--- src/rtl/cash_port_arbiter_pkg.sv ---
// Shared types and width helpers for the cash port arbiter.
package cash_arb_pkg;

   typedef enum logic [1:0] {
      IDLE,
      ISSUE,
      WAIT,
      RESPOND
   } arb_state_t;

   function automatic int unsigned index_width(input int unsigned count);
      return (count < 2) ? 1 : $clog2(count);
   endfunction

   // Counter must be able to hold timeout_cycles itself.
   function automatic int unsigned count_width(input int unsigned cycles);
      return (cycles < 1) ? 1 : $clog2(cycles + 1);
   endfunction

endpackage

--- src/rtl/cash_port_arbiter_rr_pick.sv ---
// Round-robin winner selection: lowest request at or above pointer, else lowest overall.
module rr_pick import cash_arb_pkg::*; #(
   parameter int unsigned requester_count = 4,
   parameter int unsigned index_size      = index_width(requester_count)
) (
   input  logic [requester_count-1:0] req,
   input  logic [index_size-1:0]      pointer,
   output logic [index_size-1:0]      winner,
   output logic                       any
);

   logic [requester_count-1:0] masked;
   logic [requester_count-1:0] pool;
   logic [requester_count-1:0] one_hot;
   logic                       found;

   always_comb begin
      masked  = '0;
      one_hot = '0;
      found   = 1'b0;
      for (int unsigned i = 0; i < requester_count; i++) begin
         masked[i] = req[i] && (i >= pointer);
      end
      pool = (|masked) ? masked : req;
      for (int unsigned i = 0; i < requester_count; i++) begin
         if (pool[i] && !found) begin
            one_hot[i] = 1'b1;
            found      = 1'b1;
         end
      end
   end

   assign any = |req;

   encoder #(
      .width      (requester_count),
      .index_size (index_size)
   ) u_encoder (
      .one_hot (one_hot),
      .index   (winner)
   );

endmodule

--- src/rtl/encoder.sv ---
// One-hot to binary index encoder.
module encoder #(
   parameter int unsigned width      = 4,
   parameter int unsigned index_size = 2
) (
   input  logic [width-1:0]      one_hot,
   output logic [index_size-1:0] index
);

   always_comb begin
      index = '0;
      for (int unsigned i = 0; i < width; i++) begin
         if (one_hot[i]) begin
            index = index | i[index_size-1:0];
         end
      end
   end

endmodule

--- src/rtl/cash_port_arbiter.sv ---
// Round-robin sequencer sharing one single-ported resource between several client FSMs.
module cash_port_arbiter import cash_arb_pkg::*; #(
   parameter int unsigned requester_count = 4,
   parameter int unsigned address_size    = 4,
   parameter int unsigned data_size       = 4,
   parameter int unsigned timeout_cycles  = 15
) (
   input  logic                                    clk,
   input  logic                                    reset,
   input  logic [requester_count-1:0]              req,
   input  logic [requester_count-1:0]              req_action,
   input  logic [requester_count*address_size-1:0] req_address,
   input  logic [requester_count*data_size-1:0]    req_data,
   output logic [requester_count-1:0]              grant,
   output logic [requester_count-1:0]              rsp_valid,
   output logic [data_size-1:0]                    rsp_data,
   output logic                                    rsp_error,
   output logic                                    res_start,
   output logic                                    res_action,
   output logic [address_size-1:0]                 res_address,
   output logic [data_size-1:0]                    res_data,
   input  logic                                    res_done,
   input  logic [data_size-1:0]                    res_result,
   output logic                                    busy
);

   localparam int unsigned iw = index_width(requester_count);
   localparam int unsigned cw = count_width(timeout_cycles);
   localparam logic [cw-1:0] timeout_value = cw'(timeout_cycles);
   localparam logic [iw-1:0] last_index    = iw'(requester_count - 1);

   arb_state_t                 state, state_next;
   logic [iw-1:0]              pointer, pick, winner;
   logic [cw-1:0]              count;
   logic                       any_req;
   logic [requester_count-1:0] grant_next, valid_next;
   logic                       start_next;

   rr_pick #(
      .requester_count (requester_count)
   ) u_pick (
      .req     (req),
      .pointer (pointer),
      .winner  (pick),
      .any     (any_req)
   );

   always_comb begin
      state_next = state;
      grant_next = '0;
      valid_next = '0;
      start_next = 1'b0;
      case (state)
         IDLE: begin
            if (any_req) begin
               state_next       = ISSUE;
               grant_next[pick] = 1'b1;
               start_next       = 1'b1;
            end
         end
         ISSUE: state_next = WAIT;
         WAIT: begin
            if (res_done || count == timeout_value) begin
               state_next         = RESPOND;
               valid_next[winner] = 1'b1;
            end
         end
         RESPOND: state_next = IDLE;
         default: state_next = IDLE;
      endcase
   end

   // Pulses and busy are registered from the next state so no input reaches them combinationally.
   always_ff @(posedge clk or posedge reset) begin
      if (reset) begin
         state     <= IDLE;
         grant     <= '0;
         rsp_valid <= '0;
         res_start <= 1'b0;
         busy      <= 1'b0;
      end else begin
         state     <= state_next;
         grant     <= grant_next;
         rsp_valid <= valid_next;
         res_start <= start_next;
         busy      <= (state_next != IDLE);
      end
   end

   always_ff @(posedge clk or posedge reset) begin
      if (reset) begin
         pointer     <= '0;
         winner      <= '0;
         count       <= '0;
         rsp_data    <= '0;
         rsp_error   <= 1'b0;
         res_action  <= 1'b0;
         res_address <= '0;
         res_data    <= '0;
      end else begin
         case (state)
            IDLE: begin
               if (any_req) begin
                  winner      <= pick;
                  res_action  <= req_action[pick];
                  res_address <= req_address[pick*address_size +: address_size];
                  res_data    <= req_data[pick*data_size +: data_size];
               end
            end
            ISSUE: count <= '0;
            WAIT: begin
               if (res_done) begin
                  rsp_data  <= res_result;
                  rsp_error <= 1'b0;
               end else if (count == timeout_value) begin
                  rsp_data  <= '0;
                  rsp_error <= 1'b1;
               end else begin
                  count <= count + cw'(1);
               end
            end
            RESPOND: pointer <= (winner == last_index) ? '0 : winner + iw'(1);
            default: ;
         endcase
      end
   end

endmodule

--- config.mk ---
export PLATFORM = sky130hd
export DESIGN_NAME = cash_port_arbiter
export DESIGN_NICKNAME = d
export VERILOG_FILES = /design/src/rtl/cash_port_arbiter_pkg.sv /design/src/rtl/cash_port_arbiter_rr_pick.sv /design/src/rtl/encoder.sv /design/src/rtl/cash_port_arbiter.sv
export SDC_FILE = /design/constraint.sdc
export NUM_CORES = 1
export LEC_CHECK = 0
export ABC_AREA = 1
export CORE_MARGIN = 8
export CORE_UTILIZATION = 42
export DETAILED_ROUTE_END_ITERATION = 6
export PLACE_DENSITY = 0.77
export SLEW_MARGIN = 20
export SYNTH_ARGS = -nofsm -noshare
export SYNTH_HDL_FRONTEND = slang
export SYNTH_SLANG_ARGS = --single-unit
--- constraint.sdc ---
create_clock -name clk -period 2.2 [get_ports clk]
set_input_delay 0.55 -clock clk [delete_from_list [all_inputs] [get_ports clk]]
set_output_delay 0.55 -clock clk [all_outputs]
set_load 0.005 [all_outputs]
==> results_dict.tcl <==
set metrics [dict create \
    status "completed" \
    irDropWorstVdd_uv 451 \
    synth_cell_types 24 \
    end_kind "flop" \
    drt-total-wl_mm 4.71 \
    cts.clk_slew.worst_paths_ns 0.07 \
    numCtsBuffers 5 \
    switching_share 0.368 \
    synth-seq-cells 34 \
    cts_num_sinks 34 \
    synth_warnings 0 \
    p_per_area_nw_per_um2 1100 \
    cp-start-kind "primary input" \
    async_flop_share 1.00 \
    vias 1684 \
    max_freq_ghz 0.534 \
    dr.first_iter.drc_count 113 \
    grt_pass1_vias 1720 \
    relSlewSlack 0.719 \
    clockBufferDepth 2 \
    clockRootBuffer "clkbuf_8" \
    power.net_switching_uw 1110 \
    ys_seq_area_frac 0.461 \
    worst_hold_path.num_cells 2 \
    worstPathRequired_ns 2.42 \
    crit_arrival_ns 2.10 \
    die_w_um 82.3 \
    finalSetupViolCount 0 \
    drtAntennaViolNets 0 \
    cap_violations 0 \
    grt.met1_usage 0.170 \
    p_int_uw 1900 \
    ctsResizeCount 0 \
    first_pass_iters 4 \
    track_usage 0.147 \
    cts_tree "built" \
    worstMarginPinSlew_ns 0.422 \
    gp_congestion 0.848 \
    synth_top_area_cell "dfrtp_1" \
    rsz0062_at_grt "false" \
    criticalPathCategory "in -> reg" \
    fin_crit_ns 1.87 \
    io_buffers 70 \
    synth_cells 220 \
    clock_skew_ns 0.00348 \
    gr-total-overflow 0 \
    synth_most_common_cell "nand2_1" \
    die-area_um2 6770 \
    hpwlAfterDp_mm 3.68 \
    r2r_slack_ns 0.55 \
    r2r_cells 7 \
    drive_above_1_share 0.0973 \
    ys_dominant_reg_cell "dfrtp_1" \
    wl_per_cell_um 13.5 \
    finalHoldViolCount 0 \
    grt_pass1_wl_mm 7.63 \
    ios 71 \
    period_share 0.851 \
    comb_power_share 0.472 \
    cts_setup_buffers 0 \
    synthTopCellsByArea "dfrtp_1, nand2_1, nand3_1, ha_1, inv_1" \
    syn_area_um2 1840 \
    post-route-util 0.637 \
    antennaDiodeCount 0 \
    area_growth_pct 48.2 \
    busiest_layer "met2" \
    core.rowCount 24 \
    antenna_found_initial 0 \
    grt_max_degree 35 \
    initial_core_util 0.429 \
    drv_slew 0 \
    ctsHtreeMaxLevel 2 \
    synth_edf_count 0 \
    avgSynthCellArea_um2 8.38 \
    synth_common_cells "nand2_1, dfrtp_1, nand3_1, inv_1, ha_1" \
    use_met2 0.244 \
    fp.dieH_um 82.3 \
    p_leak_uw 0.00132 \
    remaining_drc_errors 0 \
    pwr-share-clk 0.195 \
    clock_latency_ns 0.29 \
    syn_nets 276 \
    viasPerCell 4.81 \
    yosysTopAreaCellShare 0.461 \
    holdBufCountCts 0 \
    core_um2 4290 \
    cp_max_fo 9 \
    fin_nets 354 \
    use_met3 0.0400 \
    seq_power_share 0.332 \
    min_path_type "reg -> reg" \
    setup_tns_ns 0 \
]
## layer usage
layer / wire length (µm) / up-vias
met3: 275 / 6
met2: 2320 / 39
met5: 0 / -
met4: 89 / 0
li1: - / 877
met1: 2020 / 762
## cell families (layout without fill, tap and decap cells)
logic type                 count (synthesis)  count (layout)  share of synthesized area
adders and majority gates                  9               9                     0.0611
AOI/OAI and AO/OA                         27              27                      0.100
DFF                                       34              34                      0.461
buffers and inverters                     31             109                     0.0692
and+or+nand+nor                          119             119                      0.308
## cells in the final DEF, fill, tap and decap left out
| master | synthesis | routed |
|---|---|---|
| clkdlybuf4s50_1 | 0 | 70 |
| nand2_1 | 69 | 69 |
| dfrtp_1 | 34 | 34 |
| nand3_1 | 25 | 25 |
| inv_1 | 20 | 20 |
| ha_1 | 9 | 9 |
| nand4_1 | 8 | 8 |
| o21ai_1 | 8 | 8 |
| inv_2 | 7 | 7 |
| a22oi_1 | 6 | 6 |
| o21ai_0 | 6 | 6 |
| nor2_1 | 6 | 6 |
| clkbuf_8 | 0 | 6 |
| buf_4 | 0 | 5 |
| a21oi_1 | 4 | 4 |
| or2_1 | 2 | 2 |
| nand2_2 | 2 | 2 |
| nand2_4 | 2 | 2 |
| nand3_2 | 2 | 2 |
| nor4_1 | 1 | 1 |
| nand2_8 | 1 | 1 |
| a31oi_4 | 1 | 1 |
| nand3_4 | 1 | 1 |
| o211ai_1 | 1 | 1 |
| o211ai_4 | 1 | 1 |
| bufinv_16 | 0 | 1 |
## final cells by class
class,instances,area [µm²]
Multi-Input combinational cell,155,866
Clock buffer,6,82.6
Clock inverter,1,30.0
Timing Repair Buffer,75,738
Inverter,27,101
Fill cell,355,1560
Tap cell,52,65.1
Sequential cell,34,851
## stage by stage
stage / setup WS (ns) / total power, µW / hold slack (ns) / instance area (µm²) / cells
final: 0.327 / 3010 / 0.470 / 2730 / 350
after global routing: 0.174 / 3260 / 0.497 / 2730 / 350
after CTS: 0.340 / 3050 / 0.474 / 2730 / 350
after detailed placement: 0.0283 / 2450 / 0.458 / 2620 / 343
after global placement: 0.0513 / 2400 / 0.454 / 2620 / 343
after floorplan: 0.702 / 1830 / 0.465 / 1840 / 220
## critical path, stage by stage
cell and delay [ns]:
clkdlybuf4s50_1 0.54, nand2_4 0.16, inv_2 0.05, a31oi_4 0.33, nand3_4 0.17, o21ai_1 0.15, nand2_1 0.07, nand3_1 0.08
## final timing paths
| path | from | endpoint |
|---|---|---|
| max reg2reg | state[0] | busy |
| max in group asynchronous | reset | rsp_data[1] |
| max | req[1] | res_data[2] |
| min | rsp_data[1] | rsp_data[1] |
| min in group asynchronous | reset | grant[1] |
| min reg2reg | rsp_data[1] | rsp_data[1] |
## flip-flops by register name, indices dropped and copies added (netlist names)
register and cells:
res_data 4, res_action 1, busy 1, state 2, rsp_valid 4, grant 4
rsp_data 4, rsp_error 1, res_start 1, winner 2, res_address 4, count 4
pointer 2
## power groups by stage
stage / combinational, µW / sequential (µW) / clock, µW
CTS: 1440 / 1000 / 603
global route: 1610 / 1030 / 621
floorplan: 812 / 1010 / 0
global placement: 1400 / 1010 / 0
finish: 1420 / 1000 / 588
detailed placement: 1440 / 1010 / 0
(Power assumes the default switching activity.)
